`config.mk`:
```
export PLATFORM = sky130hd
export DESIGN_NAME = led_pattern_monitor
export DESIGN_NICKNAME = d
export VERILOG_FILES = /design/src/rtl/led_pattern_monitor_pkg.sv /design/src/rtl/led_step_classifier.sv /design/src/rtl/led_pattern_monitor.sv
export SDC_FILE = /design/constraint.sdc
export NUM_CORES = 1
export LEC_CHECK = 0
export BUFFER_PORTS_ARGS = -buffer_cell sky130_fd_sc_hd__buf_4
export CORE_MARGIN = 2
export CORE_UTILIZATION = 34
export CTS_CLUSTER_DIAMETER = 150
export DETAILED_ROUTE_END_ITERATION = 7
export REMOVE_ABC_BUFFERS = 1
export SYNTH_ARGS = -nofsm -noshare
export SYNTH_HDL_FRONTEND = slang
export SYNTH_SLANG_ARGS = --single-unit
```
`constraint.sdc`:
```
create_clock -name clk -period 3.85 [get_ports clk]
set_input_delay 0 -clock clk [delete_from_list [all_inputs] [get_ports clk]]
set_output_delay 0 -clock clk [all_outputs]
set_load 0.02 [all_outputs]
```
`src/rtl/led_pattern_monitor_pkg.sv`:
```
// Shared definitions for the LED pattern generator and its monitor.
// Holds the pattern mode codes, the default step periods per frequency
// code, the period tolerance, the monitor lock-FSM state encoding and
// small one-hot helpers used by the monitor.
package led_pattern_monitor_pkg;

  typedef enum logic [1:0] {
    MODE_ROTL = 2'd0,
    MODE_ROTR = 2'd1,
    MODE_CNT  = 2'd2,
    MODE_INV  = 2'd3
  } mode_e;

  typedef enum logic [1:0] {
    S_IDLE   = 2'd0,  // not armed: waiting for the first step
    S_ARM    = 2'd1,  // armed, masks fresh, nothing accumulated yet
    S_TRACK  = 2'd2,  // accumulating consistent steps
    S_LOCKED = 2'd3   // mode/freq inferred and being policed
  } lock_state_e;

  localparam int unsigned P0_DEF     = 1024;
  localparam int unsigned P1_DEF     = 256;
  localparam int unsigned P2_DEF     = 64;
  localparam int unsigned P3_DEF     = 16;
  localparam int unsigned TOL_DEF    = 2;
  localparam int unsigned LOCK_N_DEF = 4;
  localparam int unsigned CNT_W_DEF  = 12;

  function automatic logic is_onehot4(input logic [3:0] v);
    return (v != 4'h0) && ((v & (v - 4'h1)) == 4'h0);
  endfunction

  function automatic logic [1:0] onehot_idx4(input logic [3:0] v);
    logic [1:0] idx;
    case (v)
      4'b0001: idx = 2'd0;
      4'b0010: idx = 2'd1;
      4'b0100: idx = 2'd2;
      4'b1000: idx = 2'd3;
      default: idx = 2'd0;
    endcase
    return idx;
  endfunction

endpackage

```
`src/rtl/led_step_classifier.sv`:
```
// Purely combinational classifier for one bus step.
// Ports:
//   old_i    [7:0]     bus value before the step
//   new_i    [7:0]     bus value after the step
//   period_i [CNT_W:0] clocks since the previous step
//   mvec_o   [3:0]     modes consistent with old->new (rotl, rotr, +1, invert)
//   fvec_o   [3:0]     freq codes whose period is within +/-TOL of period_i
module led_step_classifier #(
  parameter int unsigned P0    = 1024,
  parameter int unsigned P1    = 256,
  parameter int unsigned P2    = 64,
  parameter int unsigned P3    = 16,
  parameter int unsigned TOL   = 2,
  parameter int unsigned CNT_W = 12
) (
  input  logic [7:0]     old_i,
  input  logic [7:0]     new_i,
  input  logic [CNT_W:0] period_i,
  output logic [3:0]     mvec_o,
  output logic [3:0]     fvec_o
);

  localparam logic [CNT_W:0] PK0   = (CNT_W + 1)'(P0);
  localparam logic [CNT_W:0] PK1   = (CNT_W + 1)'(P1);
  localparam logic [CNT_W:0] PK2   = (CNT_W + 1)'(P2);
  localparam logic [CNT_W:0] PK3   = (CNT_W + 1)'(P3);
  localparam logic [CNT_W:0] TOL_W = (CNT_W + 1)'(TOL);

  // Absolute difference taken in the wider width so no wrap can occur.
  function automatic logic in_tol(input logic [CNT_W:0] per, input logic [CNT_W:0] pk);
    logic [CNT_W:0] diff;
    if (per >= pk) begin
      diff = per - pk;
    end else begin
      diff = pk - per;
    end
    return (diff <= TOL_W);
  endfunction

  // Mode and frequency match vectors for the current step.
  always_comb begin
    mvec_o[0] = (new_i == {old_i[6:0], old_i[7]});
    mvec_o[1] = (new_i == {old_i[0], old_i[7:1]});
    mvec_o[2] = (new_i == (old_i + 8'd1));
    mvec_o[3] = ((new_i ^ old_i) == 8'hFF);
    fvec_o[0] = in_tol(period_i, PK0);
    fvec_o[1] = in_tol(period_i, PK1);
    fvec_o[2] = in_tol(period_i, PK2);
    fvec_o[3] = in_tol(period_i, PK3);
  end

endmodule

```
`src/rtl/led_pattern_monitor.sv`:
```
// Passive monitor for the 8-bit LED pattern bus. Infers the generator's
// mode and step-rate code, raises locked once the inference is stable and
// pulses err on a mismatch or stall while locked.
// Ports:
//   clk      system clock, rising edge
//   reset    asynchronous active-high reset
//   led_in   [7:0] pattern bus, synchronous to clk
//   mode_out [1:0] inferred mode (rotl, rotr, up-count, invert)
//   freq_out [1:0] inferred freq code
//   locked   mode_out/freq_out valid
//   err      one-cycle pulse on mismatch or stall while locked
//   err_cnt  [7:0] saturating err pulse count (only with ERR_CNT_EN)
// Build option: define ERR_CNT_EN to add the err_cnt port and counter.
module led_pattern_monitor
  import led_pattern_monitor_pkg::*;
#(
  parameter int unsigned P0     = P0_DEF,
  parameter int unsigned P1     = P1_DEF,
  parameter int unsigned P2     = P2_DEF,
  parameter int unsigned P3     = P3_DEF,
  parameter int unsigned TOL    = TOL_DEF,
  parameter int unsigned LOCK_N = LOCK_N_DEF,
  parameter int unsigned CNT_W  = CNT_W_DEF
) (
  input  logic       clk,
  input  logic       reset,
  input  logic [7:0] led_in,
  output logic [1:0] mode_out,
  output logic [1:0] freq_out,
  output logic       locked,
  output logic       err
`ifdef ERR_CNT_EN
  ,
  output logic [7:0] err_cnt
`endif
);

  localparam int unsigned    SW        = $clog2(LOCK_N + 1);
  localparam logic [SW-1:0]  LOCK_N_W  = SW'(LOCK_N);
  // A stall is declared as cnt rolls past P0+TOL, so any in-tolerance
  // period still ends in a normal step.
  localparam logic [CNT_W-1:0] STALL_LIM = CNT_W'(P0 + TOL);

  lock_state_e      state_q, state_d;
  logic [7:0]       led_q;
  logic [CNT_W-1:0] cnt_q, cnt_d;
  logic [3:0]       mode_mask_q, mode_mask_d;
  logic [3:0]       freq_mask_q, freq_mask_d;
  logic [SW-1:0]    streak_q, streak_d;
  mode_e            mode_q, mode_d;
  logic [1:0]       freq_q, freq_d;
  logic             err_q, err_d;

  logic             step_s, stall_s;
  logic [CNT_W:0]   period_s;
  logic [3:0]       mvec_s, fvec_s, mm_s, fm_s;
  logic [SW-1:0]    streak_inc_s;

  assign step_s       = (led_in != led_q);
  assign period_s     = {1'b0, cnt_q} + {{CNT_W{1'b0}}, 1'b1};
  assign stall_s      = (state_q != S_IDLE) && !step_s && (cnt_q >= STALL_LIM);
  assign mm_s         = mode_mask_q & mvec_s;
  assign fm_s         = freq_mask_q & fvec_s;
  assign streak_inc_s = (streak_q >= LOCK_N_W) ? streak_q : (streak_q + SW'(1));

  led_step_classifier #(
    .P0(P0), .P1(P1), .P2(P2), .P3(P3), .TOL(TOL), .CNT_W(CNT_W)
  ) u_cls (
    .old_i    (led_q),
    .new_i    (led_in),
    .period_i (period_s),
    .mvec_o   (mvec_s),
    .fvec_o   (fvec_s)
  );

  // State and datapath registers.
  always_ff @(posedge clk or posedge reset) begin
    if (reset) begin
      state_q     <= S_IDLE;
      led_q       <= 8'h00;
      cnt_q       <= '0;
      mode_mask_q <= 4'hF;
      freq_mask_q <= 4'hF;
      streak_q    <= '0;
      mode_q      <= MODE_ROTL;
      freq_q      <= 2'd0;
      err_q       <= 1'b0;
    end else begin
      state_q     <= state_d;
      led_q       <= led_in;
      cnt_q       <= cnt_d;
      mode_mask_q <= mode_mask_d;
      freq_mask_q <= freq_mask_d;
      streak_q    <= streak_d;
      mode_q      <= mode_d;
      freq_q      <= freq_d;
      err_q       <= err_d;
    end
  end

  // Next-state logic for the lock FSM, masks and period counter.
  always_comb begin
    state_d     = state_q;
    mode_mask_d = mode_mask_q;
    freq_mask_d = freq_mask_q;
    streak_d    = streak_q;
    mode_d      = mode_q;
    freq_d      = freq_q;
    err_d       = 1'b0;
    if (step_s) begin
      cnt_d = '0;
    end else if (cnt_q == {CNT_W{1'b1}}) begin
      cnt_d = cnt_q;
    end else begin
      cnt_d = cnt_q + CNT_W'(1);
    end

    case (state_q)
      S_IDLE: begin
        if (step_s) begin
          state_d     = S_ARM;
          mode_mask_d = 4'hF;
          freq_mask_d = 4'hF;
          streak_d    = '0;
        end else begin
          state_d = S_IDLE;
        end
      end
      S_ARM, S_TRACK: begin
        if (stall_s) begin
          state_d     = S_IDLE;
          mode_mask_d = 4'hF;
          freq_mask_d = 4'hF;
          streak_d    = '0;
        end else if (step_s) begin
          if ((mm_s == 4'h0) || (fm_s == 4'h0)) begin
            // Inconsistent step: it becomes the new arming step.
            state_d     = S_ARM;
            mode_mask_d = 4'hF;
            freq_mask_d = 4'hF;
            streak_d    = '0;
          end else begin
            mode_mask_d = mm_s;
            freq_mask_d = fm_s;
            streak_d    = streak_inc_s;
            if ((streak_inc_s >= LOCK_N_W) && is_onehot4(mm_s) && is_onehot4(fm_s)) begin
              state_d = S_LOCKED;
              mode_d  = mode_e'(onehot_idx4(mm_s));
              freq_d  = onehot_idx4(fm_s);
            end else begin
              state_d = S_TRACK;
            end
          end
        end else begin
          state_d = state_q;
        end
      end
      S_LOCKED: begin
        if (stall_s) begin
          state_d     = S_IDLE;
          err_d       = 1'b1;
          mode_mask_d = 4'hF;
          freq_mask_d = 4'hF;
          streak_d    = '0;
        end else if (step_s && (!mvec_s[mode_q] || !fvec_s[freq_q])) begin
          state_d     = S_ARM;
          err_d       = 1'b1;
          mode_mask_d = 4'hF;
          freq_mask_d = 4'hF;
          streak_d    = '0;
        end else begin
          state_d = S_LOCKED;
        end
      end
      default: begin
        state_d     = S_IDLE;
        mode_mask_d = 4'hF;
        freq_mask_d = 4'hF;
        streak_d    = '0;
      end
    endcase
  end

  // Outputs are straight register decodes.
  always_comb begin
    mode_out = mode_q;
    freq_out = freq_q;
    locked   = (state_q == S_LOCKED);
    err      = err_q;
  end

`ifdef ERR_CNT_EN
  logic [7:0] err_cnt_q;

  // Saturating count of err pulses, stepping on the same edge as err.
  always_ff @(posedge clk or posedge reset) begin
    if (reset) begin
      err_cnt_q <= 8'd0;
    end else if (err_d && (err_cnt_q != 8'hFF)) begin
      err_cnt_q <= err_cnt_q + 8'd1;
    end else begin
      err_cnt_q <= err_cnt_q;
    end
  end

  assign err_cnt = err_cnt_q;
`endif

endmodule

```
==> results_tabular.tex <==
\begin{tabular}{lr}
\hline
Metric & Value \\
\hline
\multicolumn{2}{l}{\textbf{Critical path}} \\
\quad Type of origin of the critical path & flip-flop \\
\quad Startpoint of the worst-slack reg-to-reg timing path & cnt\_q[0] \\
\quad Arrival time at the worst endpoint & between 4000 and 5000 ps \\
\quad Worst Path Max Fanout & 4 \\
\quad Worst Setup End Kind & flip-flop \\
\quad Cell depth of the worst flop-to-flop path & 18 \\
\quad Data required, critical path & around 4000 ps \\
\quad Endpoint of the most critical register-to-register path & mode\_out[1] \\
\quad Kind of critical path & flip-flop to flip-flop \\
\quad Internal reg-to-reg setup slack & -90 ps \\
\multicolumn{2}{l}{\textbf{Clock network}} \\
\quad Skew-Pair Late Insertion Delay & $\sim$290 ps \\
\quad Number of buffers created by CTS & 5 \\
\quad Max clock buf depth & 2 \\
\quad Clock-pin transition on the worst setup and hold timing paths & around 70 ps \\
\quad Clock tree from TritonCTS & done \\
\quad Clk sinks & 38 \\
\quad Root buffer cell & sky130\_fd\_sc\_hd\_\_clkbuf\_8 \\
\quad H-tree lvl count & 2 \\
\multicolumn{2}{l}{\textbf{Route}} \\
\quad Sum of routed wire length over all layers & about 11,000 um \\
\quad Final routed DRC violation total & 0 \\
\quad Detail-routed via count per cell & between 5 and 6 \\
\quad Drt initial violations & approximately 190 \\
\quad Remaining antenna violation count & 0 \\
\quad Routed wire length per instance & about 16 um \\
\quad Router iterations before antenna repair & 4 \\
\quad Via count & around 3,700 \\
\multicolumn{2}{l}{\textbf{Cells and area}} \\
\quad Count of nets after finishing & $\sim$560 \\
\quad Fraction of final layout cells sized beyond drive strength 1 & approximately 34\% \\
\quad Inserted Diodes & 0 \\
\quad Area Growth Syn to Fin & 38.8\% \\
\quad Post-route cell area & slightly below 0.005 sq mm \\
\quad Final-layout fill cell count & about 970 \\
\multicolumn{2}{l}{\textbf{Pwr}} \\
\quad Standby leakage power & approximately 0.0020 uW \\
\quad Power per unit of standard cell area & around 160 mW/mm\^{}2 \\
\quad VDD IR-drop max & 0.160 mV \\
\multicolumn{2}{l}{\textbf{Timing}} \\
\quad Hold violation count in the final report & 0 \\
\quad Final Critical Period & around 3900 ps \\
\quad RSZ-0062 raised after global routing & yes \\
\quad Normalized max-slew margin & approximately three fifths \\
\quad Number of max-slew violations in the final report & 0 \\
\quad Finish-stage setup viols & 5 \\
\quad Setup TNS after final layout & -352 ps \\
\quad Post-route clock period utilization & 102\% \\
\quad F\_max & 0.254 GHz \\
\quad Pin slew with the least headroom to its limit & $\sim$570 ps \\
\quad Least setup slack across all paths after layout & -86.2 ps \\
\quad Worst clock skew & approximately 8.4 ps \\
\multicolumn{2}{l}{\textbf{Status}} \\
\quad Outcome & finished, violations left \\
\quad Violated checks & setup timing \\
\multicolumn{2}{l}{\textbf{Synth}} \\
\quad Gate count after technology mapping & 439 \\
\quad Leading cell types by count after synthesis & sky130\_fd\_sc\_hd\_\_nand2\_1, sky130\_fd\_sc\_hd\_\_xnor2\_1, sky130\_fd\_sc\_hd\_\_dfrtp\_1, sky130\_fd\_sc\_hd\_\_nor2\_1, sky130\_fd\_sc\_hd\_\_a21oi\_1 \\
\quad Dominant register cell in the synthesized netlist & sky130\_fd\_sc\_hd\_\_dfrtp\_1 \\
\quad EDFF count, synth & 0 \\
\quad Synth warnings & 0 \\
\quad Synthesized area & approximately 0.0035 sq mm \\
\quad Share of flip-flops with an asynchronous set or reset & 100\% \\
\quad Post-synthesis sequential area ratio & a little over a quarter \\
\quad Largest cells by area after synthesis & sky130\_fd\_sc\_hd\_\_dfrtp\_1, sky130\_fd\_sc\_hd\_\_xnor2\_1, sky130\_fd\_sc\_hd\_\_dfstp\_2 \\
\quad Library cell with the highest instance count after synthesis & sky130\_fd\_sc\_hd\_\_nand2\_1 \\
\quad Count of state elements after synthesis & 38 \\
\quad Average instance area after synthesis & approximately 8.1 sq um \\
\quad Share of the synthesized area in the top cell type & 21.2\% \\
\quad Number of library cell types mapped by synthesis & 64 \\
\quad Largest area contributor in the netlist & sky130\_fd\_sc\_hd\_\_dfrtp\_1 \\
\multicolumn{2}{l}{\textbf{Floorplan}} \\
\quad Floorplan row count & 37 \\
\quad Initial Utilization & 34.5\% \\
\quad Horiz. Die Dim & $\sim$110 um \\
\quad Core region area & approximately 0.010 sq mm \\
\quad Die H & 106 um \\
\quad Total I/O pin count & 16 \\
\quad Area enclosed by the die boundary & between 0.01 and 0.015 sq mm \\
\multicolumn{2}{l}{\textbf{Min path}} \\
\quad Worst hold path class & primary input to asynchronous set/reset pin \\
\multicolumn{2}{l}{\textbf{Global routing}} \\
\quad Number of antenna violations at the first check in global routing & 0 \\
\quad Global-route wire length before repair & $\sim$17,000 um \\
\quad All-layer global routing usage & a little under a fifth \\
\quad Overflow left after global routing & 0 \\
\quad Number of global-route vias before repair & 3,645 \\
\quad Maximum number of pins on one net before global-route repair & 39 \\
\multicolumn{2}{l}{\textbf{Placement}} \\
\quad Instance area after placement & just over 0.004 sq mm \\
\quad Hpwl dp & approximately 7700 um \\
\quad Quantity of I/O buffers inserted on ports & 15 \\
\quad GPL Wtd Cong & $\sim$0.93 \\
\multicolumn{2}{l}{\textbf{Job}} \\
\quad Number of maximum-capacitance violations & 0 \\
\hline
\end{tabular}
## cell usage in the layout, fill, tap and decap left out, drive strengths merged, types with 4 or more instances in the layout
| cell type | netlist | routed |
|---|---|---|
| buf | 15 | 104 |
| nand2 | 46 | 46 |
| xnor2 | 35 | 35 |
| nor2 | 30 | 30 |
| dfrtp | 30 | 30 |
| a21oi | 25 | 25 |
| o21ai | 22 | 22 |
| inv | 21 | 21 |
| xor2 | 20 | 20 |
| ha | 13 | 13 |
| nor4 | 12 | 12 |
| and3 | 12 | 12 |
| nor3 | 12 | 12 |
| nand4 | 10 | 10 |
| nand3 | 10 | 10 |
| dlygate4sd3 | 0 | 9 |
| dfstp | 8 | 8 |
| nand2b | 8 | 8 |
| clkbuf | 12 | 8 |
| mux2i | 8 | 8 |
| and2 | 7 | 7 |
| nor2b | 6 | 6 |
| a31oi | 6 | 6 |
| a211oi | 5 | 5 |
| mux2 | 5 | 5 |
| nor4b | 5 | 5 |
| or3 | 4 | 4 |
| or4 | 4 | 4 |
## per-stage QoR
step                power (uW)  util (%)  setup WS (ps)  hold WS, ps  instances
finish                     784      48.0          -86.2          382        669
CTS                        796      45.2          -11.4          395        660
floorplan                  472         -           -707         31.4        412
global route               828      48.0           -239          393        669
detailed placement         500      40.6           -166          160        625
global placement           498      40.6          -66.6          160        625
## layout make-up
class                   count  area (sq um)  area share (%)
multi-input cells         353          2700            55.0
flip-flops and latches     38           967            19.7
repair buffers            113           901            18.4
well taps                 136           170            3.47
clock buffers               8          90.1            1.84
inverters                  21          78.8            1.61
## state kept, by name, indices dropped and copies added (netlist names)
name and cells:
state_q 2, err 1, streak_q 3, led_q 8, mode_out 2, cnt_q 12
freq_mask_q 4, mode_mask_q 4, freq_out 2
## logic make-up (layout without fill, tap and decap cells)
group | after synthesis | count (layout) | synth area share (%)
buffers and inverters | 48 | 142 | 5.84
XOR/XNOR | 55 | 55 | 13.8
flip-flops | 38 | 38 | 27.2
adder cells (fa/ha/maj) | 14 | 14 | 4.89
AO/OA/AOI/OAI | 96 | 96 | 18.0
AND/OR/NAND/NOR | 175 | 175 | 26.4
multiplexers | 13 | 13 | 3.86
## how the worst max path moves through the flow
stage / endpoint / slack [ps] / cells after the start / start
floorplan: streak_q[2] / -710 / 16 / cnt_q[0]
global placement: freq_out[1] / -70 / 16 / cnt_q[2]
detailed placement: streak_q[0] / -170 / 15 / cnt_q[0]
CTS: mode_out[1] / -10 / 17 / cnt_q[3]
global route: mode_out[1] / -240 / 14 / cnt_q[3]
finish: mode_out[1] / -90 / 18 / cnt_q[0]
## critical path, stage by stage (launching register included)
cell	delay, ps
sky130_fd_sc_hd__dfrtp_1	420
sky130_fd_sc_hd__ha_4	190
sky130_fd_sc_hd__nand2_4	80
sky130_fd_sc_hd__nor2_4	120
sky130_fd_sc_hd__xor2_1	190
sky130_fd_sc_hd__inv_1	130
sky130_fd_sc_hd__ha_4	190
sky130_fd_sc_hd__nand2_2	60
sky130_fd_sc_hd__nor4b_2	50
sky130_fd_sc_hd__or4b_4	500
sky130_fd_sc_hd__buf_6	130
sky130_fd_sc_hd__mux2i_2	160
sky130_fd_sc_hd__xor2_2	220
sky130_fd_sc_hd__a2111oi_4	380
sky130_fd_sc_hd__a22oi_2	120
sky130_fd_sc_hd__xor2_1	170
sky130_fd_sc_hd__nor3_2	240
sky130_fd_sc_hd__buf_4	170
sky130_fd_sc_hd__mux2_4	290
## report_power, final
group / internal [uW] / switching [uW] / leakage (uW) / total (uW)
Clock: 146 / 137 / 0.0000455 / 283
Combinational: 41.5 / 45.7 / 0.00150 / 87.2
Sequential: 405 / 9.37 / 0.000471 / 414
## routing by layer
metal	track usage [%]	routed length (um)	vias to the layer above
li1	-	-	1754
met4	7.80	416	0
met2	34.2	5380	110
met1	23.1	4450	1754
met3	2.45	512	36
met5	0	0	-
## what timing repair did
item,in CTS,in global routing
gates resized for setup,33,48
pin swaps,18,22
setup buffers,18,9
hold endpoints to repair,38,0
setup endpoints to repair,15,17
hold buffers,9,0
No activity file was read; power rests on OpenSTA's default activity.
